<file path="config.mk">
export PLATFORM = sky130hd
export DESIGN_NAME = mem_stage
export DESIGN_NICKNAME = d
export VERILOG_FILES = /design/src/rtl/mem_stage_pkg.sv /design/src/rtl/mem_stage_ram_ctrl.sv /design/src/rtl/mem_stage.sv
export SDC_FILE = /design/constraint.sdc
export NUM_CORES = 1
export LEC_CHECK = 0
export BUFFER_PORTS_ARGS = -buffer_cell sky130_fd_sc_hd__buf_4
export CAP_MARGIN = 20
export CELL_PAD_IN_SITES_DETAIL_PLACEMENT = 2
export CELL_PAD_IN_SITES_GLOBAL_PLACEMENT = 2
export CORE_ASPECT_RATIO = 0.6
export CORE_MARGIN = 1.5
export CORE_UTILIZATION = 26
export CTS_CLUSTER_DIAMETER = 30
export DETAILED_ROUTE_END_ITERATION = 16
export PLACE_DENSITY = 0.84
export SLEW_MARGIN = 20
export SYNTH_ARGS = -nofsm -noshare
export SYNTH_HDL_FRONTEND = slang
export SYNTH_SLANG_ARGS = --single-unit
</file>
<file path="constraint.sdc">
create_clock -name clk -period 3.2 [get_ports clk]
set_clock_uncertainty 0.05 [all_clocks]
set_input_delay 0.64 -clock clk [delete_from_list [all_inputs] [get_ports clk]]
set_output_delay 0.64 -clock clk [all_outputs]
set_load 0.01 [all_outputs]
</file>
<file path="src/rtl/mem_stage_pkg.sv">
// rtl/mem_stage_pkg.sv - shared widths, opcodes and FSM state type for the MEM stage
// Purpose: bus widths, memory/register/write-back opcodes, UART addresses,
//          RAM controller states and the UART status word helper.
package mem_stage_pkg;
   localparam int DATA_W       = 16;
   localparam int PC_W         = 16;
   localparam int REG_ADDR_W   = 4;
   localparam int REG_OP_W     = 2;
   localparam int WB_DATA_OP_W = 3;
   localparam int MEM_OP_W     = 2;
   localparam int CNT_W        = 4;

   localparam logic [MEM_OP_W-1:0] MEM_OP_NOP   = 2'd0;
   localparam logic [MEM_OP_W-1:0] MEM_OP_READ  = 2'd1;
   localparam logic [MEM_OP_W-1:0] MEM_OP_WRITE = 2'd2;

   localparam logic [REG_OP_W-1:0] REG_OP_NOP = 2'd0;
   localparam logic [REG_OP_W-1:0] REG_OP_GPR = 2'd1;
   localparam logic [REG_OP_W-1:0] REG_OP_SP  = 2'd2;
   localparam logic [REG_OP_W-1:0] REG_OP_IH  = 2'd3;

   localparam logic [WB_DATA_OP_W-1:0] WB_DATA_OP_NOP = 3'd0;
   localparam logic [WB_DATA_OP_W-1:0] WB_DATA_OP_ALU = 3'd1;
   localparam logic [WB_DATA_OP_W-1:0] WB_DATA_OP_MEM = 3'd2;
   localparam logic [WB_DATA_OP_W-1:0] WB_DATA_OP_PC  = 3'd3;
   localparam logic [WB_DATA_OP_W-1:0] WB_DATA_OP_IH  = 3'd4;

   localparam logic [DATA_W-1:0] UART_DATA_ADDR_DEF = 16'hBF00;
   localparam logic [DATA_W-1:0] UART_STAT_ADDR_DEF = 16'hBF01;

   typedef enum logic [1:0] {
      RAM_IDLE  = 2'd0,
      RAM_READ  = 2'd1,
      RAM_WRITE = 2'd2,
      RAM_DONE  = 2'd3
   } ram_state_e;

   // Status register layout: bit1 = rx byte available, bit0 = tx can accept.
   function automatic logic [DATA_W-1:0] uart_status(input logic rx_valid, input logic tx_ready);
      return {{(DATA_W-2){1'b0}}, rx_valid, tx_ready};
   endfunction
endpackage

</file>
<file path="src/rtl/mem_stage_ram_ctrl.sv">
// rtl/mem_stage_ram_ctrl.sv - multi-cycle RAM access FSM for the MEM stage
// Purpose: runs one RAM read or write per start, holding the registered
//          strobes for a fixed number of cycles, then spends one DONE cycle.
// Ports: start/is_write/addr/wdata request an access (sampled in IDLE only);
//        busy = access in flight (includes the accepting IDLE cycle);
//        done = DONE cycle; rdata = last read word; ram_* drive the RAM.
import mem_stage_pkg::*;

module mem_stage_ram_ctrl #(
   parameter int READ_CYCLES  = 2,
   parameter int WRITE_CYCLES = 2
) (
   input  logic              clk,
   input  logic              rst,
   input  logic              start,
   input  logic              is_write,
   input  logic [DATA_W-1:0] addr,
   input  logic [DATA_W-1:0] wdata,
   input  logic [DATA_W-1:0] ram_rdata,
   output logic              busy,
   output logic              done,
   output logic [DATA_W-1:0] rdata,
   output logic [DATA_W-1:0] ram_addr,
   output logic [DATA_W-1:0] ram_wdata,
   output logic              ram_en,
   output logic              ram_we
);
   ram_state_e        state_q, state_d;
   logic [CNT_W-1:0]  cnt_q, cnt_d;
   logic [DATA_W-1:0] rd_buf_q, rd_buf_d;
   logic [DATA_W-1:0] addr_q, addr_d;
   logic [DATA_W-1:0] wdata_q, wdata_d;
   logic              en_q, en_d;
   logic              we_q, we_d;

   always_comb begin
      state_d  = state_q;
      cnt_d    = cnt_q;
      rd_buf_d = rd_buf_q;
      addr_d   = addr_q;
      wdata_d  = wdata_q;
      en_d     = en_q;
      we_d     = we_q;
      case (state_q)
         RAM_IDLE: begin
            if (start) begin
               // Address and data are captured so the RAM pins stay stable
               // for the whole access regardless of upstream glitches.
               addr_d  = addr;
               wdata_d = wdata;
               en_d    = 1'b1;
               we_d    = is_write;
               cnt_d   = is_write ? CNT_W'(WRITE_CYCLES) : CNT_W'(READ_CYCLES);
               state_d = is_write ? RAM_WRITE : RAM_READ;
            end
         end
         RAM_READ, RAM_WRITE: begin
            cnt_d = cnt_q - 1'b1;
            if (cnt_q == CNT_W'(1)) begin
               en_d    = 1'b0;
               we_d    = 1'b0;
               state_d = RAM_DONE;
               if (state_q == RAM_READ) begin
                  rd_buf_d = ram_rdata;
               end
            end
         end
         default: begin
            // DONE never accepts a new start; the next op is seen in IDLE.
            state_d = RAM_IDLE;
         end
      endcase
   end

   always_ff @(posedge clk) begin
      if (rst) begin
         state_q  <= RAM_IDLE;
         cnt_q    <= '0;
         rd_buf_q <= '0;
         addr_q   <= '0;
         wdata_q  <= '0;
         en_q     <= 1'b0;
         we_q     <= 1'b0;
      end else begin
         state_q  <= state_d;
         cnt_q    <= cnt_d;
         rd_buf_q <= rd_buf_d;
         addr_q   <= addr_d;
         wdata_q  <= wdata_d;
         en_q     <= en_d;
         we_q     <= we_d;
      end
   end

   assign busy      = ((state_q == RAM_IDLE) && start) || (state_q == RAM_READ) || (state_q == RAM_WRITE);
   assign done      = (state_q == RAM_DONE);
   assign rdata     = rd_buf_q;
   assign ram_addr  = addr_q;
   assign ram_wdata = wdata_q;
   assign ram_en    = en_q;
   assign ram_we    = we_q;
endmodule

</file>
<file path="src/rtl/mem_stage.sv">
// rtl/mem_stage.sv - MEM stage: address decode, UART/RAM access, MEM/WB register
// Purpose: consumes EX/MEM (emo_*), performs RAM or serial-port accesses,
//          stalls upstream while an access is in flight and registers MEM/WB (mwo_*).
// Ports: emo_* from EX/MEM; ram_* to data RAM; uart_* to serial port;
//        mem_stall holds upstream; mwo_* feed forwarding and write-back.
import mem_stage_pkg::*;

module mem_stage #(
   parameter int                RAM_READ_CYCLES  = 2,
   parameter int                RAM_WRITE_CYCLES = 2,
   parameter logic [DATA_W-1:0] UART_DATA_ADDR   = UART_DATA_ADDR_DEF,
   parameter logic [DATA_W-1:0] UART_STAT_ADDR   = UART_STAT_ADDR_DEF
) (
   input  logic                    clk,
   input  logic                    rst,
   input  logic [DATA_W-1:0]       emo_alu_answer,
   input  logic [DATA_W-1:0]       emo_mem_wdata,
   input  logic [MEM_OP_W-1:0]     emo_mem_op,
   input  logic [PC_W-1:0]         emo_PC_wb_data,
   input  logic [DATA_W-1:0]       emo_IH_wb_data,
   input  logic [REG_ADDR_W-1:0]   emo_wb_addr,
   input  logic [REG_OP_W-1:0]     emo_reg_op,
   input  logic [WB_DATA_OP_W-1:0] emo_wb_data_op,
   input  logic [DATA_W-1:0]       ram_rdata,
   input  logic                    uart_rx_valid,
   input  logic [7:0]              uart_rx_data,
   input  logic                    uart_tx_ready,
   output logic [DATA_W-1:0]       ram_addr,
   output logic [DATA_W-1:0]       ram_wdata,
   output logic                    ram_en,
   output logic                    ram_we,
   output logic                    uart_rx_pop,
   output logic                    uart_tx_valid,
   output logic [7:0]              uart_tx_data,
   output logic                    mem_stall,
   output logic [DATA_W-1:0]       mwo_alu_answer,
   output logic [DATA_W-1:0]       mwo_ram_read_answer,
   output logic [DATA_W-1:0]       mwo_IH_wb_data,
   output logic [PC_W-1:0]         mwo_PC_wb_data,
   output logic [REG_ADDR_W-1:0]   mwo_wb_addr,
   output logic [REG_OP_W-1:0]     mwo_reg_op,
   output logic [WB_DATA_OP_W-1:0] mwo_wb_data_op
);
   logic is_read, is_write, is_uart_data, is_uart_stat, is_ram;
   logic ram_start, ram_busy, ram_done, tx_wait;
   logic [DATA_W-1:0] ram_rd_buf, read_answer;

   logic [DATA_W-1:0]       alu_q, alu_d, rd_ans_q, rd_ans_d, ih_q, ih_d;
   logic [PC_W-1:0]         pc_q, pc_d;
   logic [REG_ADDR_W-1:0]   wb_addr_q, wb_addr_d;
   logic [REG_OP_W-1:0]     reg_op_q, reg_op_d;
   logic [WB_DATA_OP_W-1:0] wb_op_q, wb_op_d;

   assign is_read      = (emo_mem_op == MEM_OP_READ);
   assign is_write     = (emo_mem_op == MEM_OP_WRITE);
   assign is_uart_data = (emo_alu_answer == UART_DATA_ADDR);
   assign is_uart_stat = (emo_alu_answer == UART_STAT_ADDR);
   assign is_ram       = !is_uart_data && !is_uart_stat;

   // Held low during reset so a stale op on emo_* cannot restart an access.
   assign ram_start = !rst && is_ram && (is_read || is_write);

   mem_stage_ram_ctrl #(
      .READ_CYCLES  (RAM_READ_CYCLES),
      .WRITE_CYCLES (RAM_WRITE_CYCLES)
   ) u_ram_ctrl (
      .clk       (clk),
      .rst       (rst),
      .start     (ram_start),
      .is_write  (is_write),
      .addr      (emo_alu_answer),
      .wdata     (emo_mem_wdata),
      .ram_rdata (ram_rdata),
      .busy      (ram_busy),
      .done      (ram_done),
      .rdata     (ram_rd_buf),
      .ram_addr  (ram_addr),
      .ram_wdata (ram_wdata),
      .ram_en    (ram_en),
      .ram_we    (ram_we)
   );

   // A UART store keeps retrying with the pipeline held until tx is ready,
   // so exactly one tx_valid pulse is produced per store.
   assign tx_wait       = !rst && is_write && is_uart_data && !uart_tx_ready;
   assign uart_tx_valid = !rst && is_write && is_uart_data && uart_tx_ready;
   assign uart_tx_data  = emo_mem_wdata[7:0];
   assign uart_rx_pop   = !rst && is_read && is_uart_data && uart_rx_valid;
   assign mem_stall     = ram_busy || tx_wait;

   always_comb begin
      read_answer = '0;
      if (is_read && is_uart_stat) begin
         read_answer = uart_status(uart_rx_valid, uart_tx_ready);
      end else if (is_read && is_uart_data && uart_rx_valid) begin
         read_answer = {{(DATA_W-8){1'b0}}, uart_rx_data};
      end else if (is_read && is_ram && ram_done) begin
         read_answer = ram_rd_buf;
      end
   end

   // While stalled MEM/WB loads a bubble so forwarding never matches a stalled op.
   always_comb begin
      alu_d     = '0;
      rd_ans_d  = '0;
      ih_d      = '0;
      pc_d      = '0;
      wb_addr_d = '0;
      reg_op_d  = REG_OP_NOP;
      wb_op_d   = WB_DATA_OP_NOP;
      if (!mem_stall) begin
         alu_d     = emo_alu_answer;
         rd_ans_d  = read_answer;
         ih_d      = emo_IH_wb_data;
         pc_d      = emo_PC_wb_data;
         wb_addr_d = emo_wb_addr;
         reg_op_d  = emo_reg_op;
         wb_op_d   = emo_wb_data_op;
      end
   end

   always_ff @(posedge clk) begin
      if (rst) begin
         alu_q     <= '0;
         rd_ans_q  <= '0;
         ih_q      <= '0;
         pc_q      <= '0;
         wb_addr_q <= '0;
         reg_op_q  <= REG_OP_NOP;
         wb_op_q   <= WB_DATA_OP_NOP;
      end else begin
         alu_q     <= alu_d;
         rd_ans_q  <= rd_ans_d;
         ih_q      <= ih_d;
         pc_q      <= pc_d;
         wb_addr_q <= wb_addr_d;
         reg_op_q  <= reg_op_d;
         wb_op_q   <= wb_op_d;
      end
   end

   assign mwo_alu_answer      = alu_q;
   assign mwo_ram_read_answer = rd_ans_q;
   assign mwo_IH_wb_data      = ih_q;
   assign mwo_PC_wb_data      = pc_q;
   assign mwo_wb_addr         = wb_addr_q;
   assign mwo_reg_op          = reg_op_q;
   assign mwo_wb_data_op      = wb_op_q;
endmodule

</file>
; ---- Word level (Yosys, flattened, before mapping)
; Cells that the tools add are included.
[classes]
eq_ne = 10
addsub = 1
n_mux = 14
bitwise = 1
n_reduce_logical = 35
[ops]
columns = op, n
row1 = == test 16 bit (second input constant), 2
row2 = logical AND 1 bit, 16
row3 = two-way mux 8 bit, 2
row4 = two-way mux 2 bit, 4
row5 = one-hot mux 4 bit (2 select lines), 1
row6 = == test 2 bit (second input constant), 3
row7 = AND reduction 2 bit, 3
row8 = AND reduction 3 bit, 2
row9 = OR reduction 5 bit, 1
row10 = == test 2 x 1 -> 1 bit (second input constant), 2
row11 = == test 4 x 1 -> 1 bit (second input constant), 1
row12 = logical NOT 1 bit, 4
row13 = logical OR 1 bit, 4
row14 = two-way mux 4 bit, 1
row15 = != test 2 x 1 -> 1 bit (second input constant), 2
row16 = one-hot mux 1 bit (2 select lines), 2
row17 = one-hot mux 2 bit (2 select lines), 1
row18 = OR reduction 2 bit, 2
row19 = subtractor 4 x 1 -> 4 bit (second input constant), 1
row20 = two-way mux 1 bit, 3
row21 = OR reduction 3 bit, 1
row22 = logical NOT 2 bit, 1
row23 = nonzero test 2 bit, 1
row24 = inverter 1 bit, 1
[totals]
ff_bits = 129
in_bits = 103
elab_cells = 77

; ---- Depth between registers and ports, before layout
[logic_depth]
word_depth = 10
depth_mapped = 9
ltp_nobuf = 6

; ---- Modules after synthesis
; Synthesis repeated with hierarchy kept, for this count alone.
[hier_totals]
cells_unflattened = 535
hier_area_um2 = 4694.5
[by_module_without_submodules]
columns = mod, area_each_um2, seq_area_each_um2, cells_per_inst, instances
row1 = mem_stage, 2502.4, 1461.4, 262, 1
row2 = mem_stage_ram_ctrl, 2192.1, 1121.1, 273, 1

; ---- Worst setup path after synthesis
; No wires, ideal clock.
[synth_timing]
path_kind = input -> output
start = input port emo_mem_op[0]
end = output port mem_stall
arrival_ps = 2062
setup_slack_ps = 448
stages = 7
cell_sequence = inv_1 ha_1 nand2b_1 or2_2 clkbuf_1 nor2_1 or4_1
[synth_via]
elab_chain_len = 7
[synth_rtl]
columns = element, line_no
row1 = from (decl), mem_stage.sv:18  ; input logic [MEM_OP_W-1:0] emo_mem_op,
row2 = == test 2 x 1 -> 1 bit or == test 2 bit (tied branches), "mem_stage.sv:54, mem_stage.sv:55"
row3 = logical OR 1 bit, mem_stage.sv:61  ; assign ram_start = !rst && is_ram && (is_read || is_write);
row4 = logical AND 1 bit, mem_stage.sv:61
row5 = logical AND 1 bit, mem_stage_ram_ctrl.sv:95  ; assign busy = ((state_q == RAM_IDLE) && start) || (state_q == RAM_READ) || (state_q == RAM_WRITE);
row6 = logical OR 1 bit (2 in series), mem_stage_ram_ctrl.sv:95
row7 = logical OR 1 bit (*), mem_stage.sv:89  ; assign mem_stall = ram_busy || tx_wait;
row8 = to (decl), mem_stage.sv:35  ; output logic mem_stall,
; Every way passes the cells marked *; elsewhere a longest branch is shown, timed or not.

; ---- Worst setup path in the final report
[layout_timing]
start = register u_ram_ctrl.state_q[0]
end = output port mem_stall
[layout_via]
elab_chain_len = 5
[layout_rtl]
columns = element, line_no
row1 = from (decl), mem_stage_ram_ctrl.sv:28  ; ram_state_e state_q, state_d;
row2 = from (signal assigned), mem_stage_ram_ctrl.sv:85  ; state_q <= state_d;
row3 = logical NOT 2 bit, mem_stage_ram_ctrl.sv:95
row4 = logical AND 1 bit, mem_stage_ram_ctrl.sv:95
row5 = logical OR 1 bit, mem_stage_ram_ctrl.sv:95
row6 = logical OR 1 bit (*), mem_stage_ram_ctrl.sv:95
row7 = logical OR 1 bit (*), mem_stage.sv:89
; Marked as above.

==> results.json <==
{
  "clock_tree_from_tritoncts": "yes",
  "fmax_mhz": 336,
  "max_cap_viol_count": 0,
  "worst-endpoint-required_ns": 2.51,
  "vias_per_cell": 4.78,
  "cts_hold_buf": 0,
  "num_rows": 38,
  "reg2reg_slack_ns": 0.73,
  "synth_seq_area_share_pct": 53.4,
  "setup_viol": 0,
  "wire_length_of_the_first_global_routing_pass_um": 28300,
  "most_area_consuming_cells_after_synthesis": "sky130_fd_sc_hd__dfxtp_1 53%, sky130_fd_sc_hd__nor3b_1 8.8%, sky130_fd_sc_hd__a21oi_1 5.5%, sky130_fd_sc_hd__o21ai_0 3.9%, sky130_fd_sc_hd__nand3_1 3.5%",
  "class_of_the_worst_hold_path": "register to register",
  "route.final.wire_length_um": 18600,
  "antennaDiodeCount": 0,
  "design.core.area_um2": 18200,
  "final_util_pct": 40.0,
  "number_of_instances_in_the_synthesized_netlist": 511,
  "async_flop_share_pct": 0,
  "finalSetupTns_ns": 0,
  "post_synth.cell_area_avg_um2": 9.47,
  "highest_layer": "met4",
  "finalCriticalPeriod_ns": 2.97,
  "fin_ws_ns": 0.226,
  "layout-drive-gt1-share_pct": 38.0,
  "synthesized_area_fraction_occupied_by_ao_oa_aoi_and_oai_cells_pct": 13.0,
  "worst_pin_slew_ns": 0.647,
  "postCtsSetupRepairBufs": 0,
  "die-width_um": 179,
  "critical_path.reg2reg.startpoint": "u_ram_ctrl.state_q[1]",
  "cts_root_buf": "sky130_fd_sc_hd__clkbuf_16",
  "drt_first_iter_violations": 188,
  "synth_nets": 624,
  "p_leak_nw": 3.03,
  "buffer_ports.inserted": 220,
  "worst_skew_pair.late_latency_ns": 0.40,
  "synth_top_cell_by_area": "sky130_fd_sc_hd__dfxtp_1",
  "netlist_top_cells_count": "129 x sky130_fd_sc_hd__dfxtp_1, 57 x sky130_fd_sc_hd__nor3b_1, 53 x sky130_fd_sc_hd__a21oi_1, 40 x sky130_fd_sc_hd__nand2_1, 38 x sky130_fd_sc_hd__o21ai_0",
  "placed_cell_area_um2": 6650,
  "worst_r2r_endpoint": "mwo_ram_read_answer[3]",
  "start_kind": "register",
  "first_global_vias": 5001,
  "initial_utilization_pct": 26.6,
  "period_share_pct": 92.9,
  "ys_ff_latch": 129,
  "ys_warn_count": 0,
  "timing.final.hold_violations": 0,
  "synth_xor_xnor_area_share_pct": 0,
  "cell_area_after_synthesis_um2": 4840,
  "routedLengthMet1_um": 8290,
  "whs_endpoint": "mwo_ram_read_answer[15]",
  "routability_congestion_estimate_from_global_placement": 0.779,
  "tritoncts_num_sinks": 129,
  "routed-wl-met3_um": 1360,
  "design_power_total_mw": 5.49,
  "synth_edf_count": 0,
  "synth_largest_type_area_fraction_pct": 53.4,
  "final_antenna_net_count": 0,
  "multiInputGateArea_um2": 1960,
  "timing_max_transition_violations_final": 0,
  "maxSlewHeadroom_pct": 56.9,
  "critPathArrivalTime_ns": 2.28,
  "cts_clk_pin_slew_worst_paths_ns": 0.06,
  "post_cts_resize_count": 0,
  "worstRegToRegCells": 8,
  "die_height_um": 109,
  "critical_path.max_fanout": 8,
  "hpwlAfterDp_um": 13800,
  "finalNetCount": 824,
  "vdd_ir_drop_max_uv": 305,
  "synth.area.mux_share_pct": 0.905,
  "ff_latch_area_um2": 2580,
  "remaining_drc_errors": 0,
  "design_area_um2": 7270,
  "placement.setup.worst_slack_ns": 0.266,
  "cp-end-kind": "output pin",
  "ctsLongestPathBuffers": 2,
  "fillers": 1985,
  "power-per-cell-area_nw_per_um2": 755,
  "grt_start_max_net_pins": 61,
  "top_level_pins": 221,
  "area_of_the_die_um2": 19500,
  "timing.hold.worst_path_depth": 1,
  "critical_path_class": "register to output pin",
  "detail_route.first_pass.iterations": 6,
  "flow.area_growth_from_synthesis_pct": 50.1,
  "cts.htree.levels": 4,
  "cts_buffers": 17,
  "yosysMostFrequentCell": "sky130_fd_sc_hd__dfxtp_1",
  "rsz_0062_raised_after_global_routing": "no",
  "grt_usage_pct": 19.1,
  "largest_family_of_logic_cells_by_synthesized_area": "simple AND/OR/NAND/NOR gates",
  "num_vias": 4611,
  "post_synth_and_or_nand_nor_area_fraction_pct": 23.5,
  "antenna_found_initial": 0,
  "yosys.cell_types.count": 43,
  "result_of_the_run": "complete, no violations",
  "dominantRegCellSynth": "sky130_fd_sc_hd__dfxtp_1",
  "grt_overflow_total": 0,
  "met2RoutedLength_um": 8840,
  "hold_path.startpoint": "u_ram_ctrl.rdata[15]",
  "routedWlPerCell_um": 19.3,
  "synth-adder-area-share_pct": 2.59
}
==> where the power goes <==
group	switching (mW)	internal, mW
combinational	0.805	0.658
clock	0.766	1.26
sequential	0.126	1.87
total	1.70	3.79
==> stage by stage <==
step	cells	hold WS [ns]
after detailed placement	932	0.408
after floorplan	511	0.380
final	964	0.410
after CTS	964	0.418
after global placement	932	0.387
after global routing	964	0.432
==> layout by cell type, fill, tap and decap left out, drive strengths merged, types with 2 or more instances in the layout <==
cell | Yosys | final
buf | 27 | 232
dfxtp | 129 | 129
nor3b | 58 | 58
a21oi | 53 | 53
nand2 | 40 | 40
o21ai | 39 | 39
nand3 | 34 | 34
clkbuf | 24 | 19
nand4 | 15 | 15
nor2 | 14 | 14
inv | 9 | 13
and2 | 10 | 10
ha | 10 | 10
a211oi | 9 | 9
nand2b | 7 | 7
nor3 | 5 | 5
o211ai | 4 | 4
clkinv | 1 | 4
mux2 | 3 | 3
clkinvlp | 0 | 3
bufinv | 0 | 3
nor2b | 2 | 2
==> cell type report <==
class,instances,share of cell area (%)
clock inverters,13,2.43
clock buffers,19,6.10
repair buffers,232,24.3
flip-flops and latches,129,35.5
multi-input cells,321,27.0
inverters,10,0.517
well taps,240,4.13
==> worst max path at each step <==
stage                                     start        end  slack [ns]  depth (start not counted)
after floorplan                   emo_mem_op[0]  mem_stall        0.45                          7
after global placement        emo_alu_answer[3]  mem_stall        0.27                          6
after detailed placement      emo_alu_answer[3]  mem_stall        0.27                          6
after CTS                 u_ram_ctrl.state_q[0]  mem_stall        0.19                          7
after global routing      u_ram_ctrl.state_q[0]  mem_stall        0.06                          7
final                     u_ram_ctrl.state_q[0]  mem_stall        0.23                          7
==> worst max-delay path: stages (launching register included) <==
cell and delay, ns:
sky130_fd_sc_hd__dfxtp_1 0.44, sky130_fd_sc_hd__inv_1 0.10, sky130_fd_sc_hd__ha_1 0.33, sky130_fd_sc_hd__nand2b_1 0.14, sky130_fd_sc_hd__or2_2 0.12, sky130_fd_sc_hd__nor2_1 0.05
sky130_fd_sc_hd__or4_1 0.53, sky130_fd_sc_hd__buf_4 0.18
==> sequential cells by signal (all words and copies together), names as in the netlist <==
register,flops
mwo_IH_wb_data,16
mwo_PC_wb_data,16
mwo_alu_answer,16
mwo_ram_read_answer,16
u_ram_ctrl.ram_addr,16
u_ram_ctrl.ram_wdata,16
u_ram_ctrl.rdata,16
mwo_wb_addr,4
u_ram_ctrl.cnt_q,4
mwo_wb_data_op,3
mwo_reg_op,2
u_ram_ctrl.state_q,2
u_ram_ctrl.ram_en,1
u_ram_ctrl.ram_we,1
==> routing by layer <==
metal | GRT usage (%) | vias up
li1 | - | 2176
met1 | 24.4 | 2276
met2 | 31.4 | 144
met3 | 5.96 | 15
met4 | 4.72 | 0
met5 | 0 | -
==> cell families (layout without fill, tap and decap cells) <==
| group | count (synthesis) | in the layout |
|---|---|---|
| AND/OR/NAND/NOR | 194 | 194 |
| flip-flops | 129 | 129 |
| AO/OA/AOI/OAI | 113 | 113 |
| buffers and inverters | 61 | 274 |
| adder cells (fa/ha/maj) | 10 | 10 |
| multiplexers | 4 | 4 |
No activity file was read; power rests on OpenSTA's default activity.
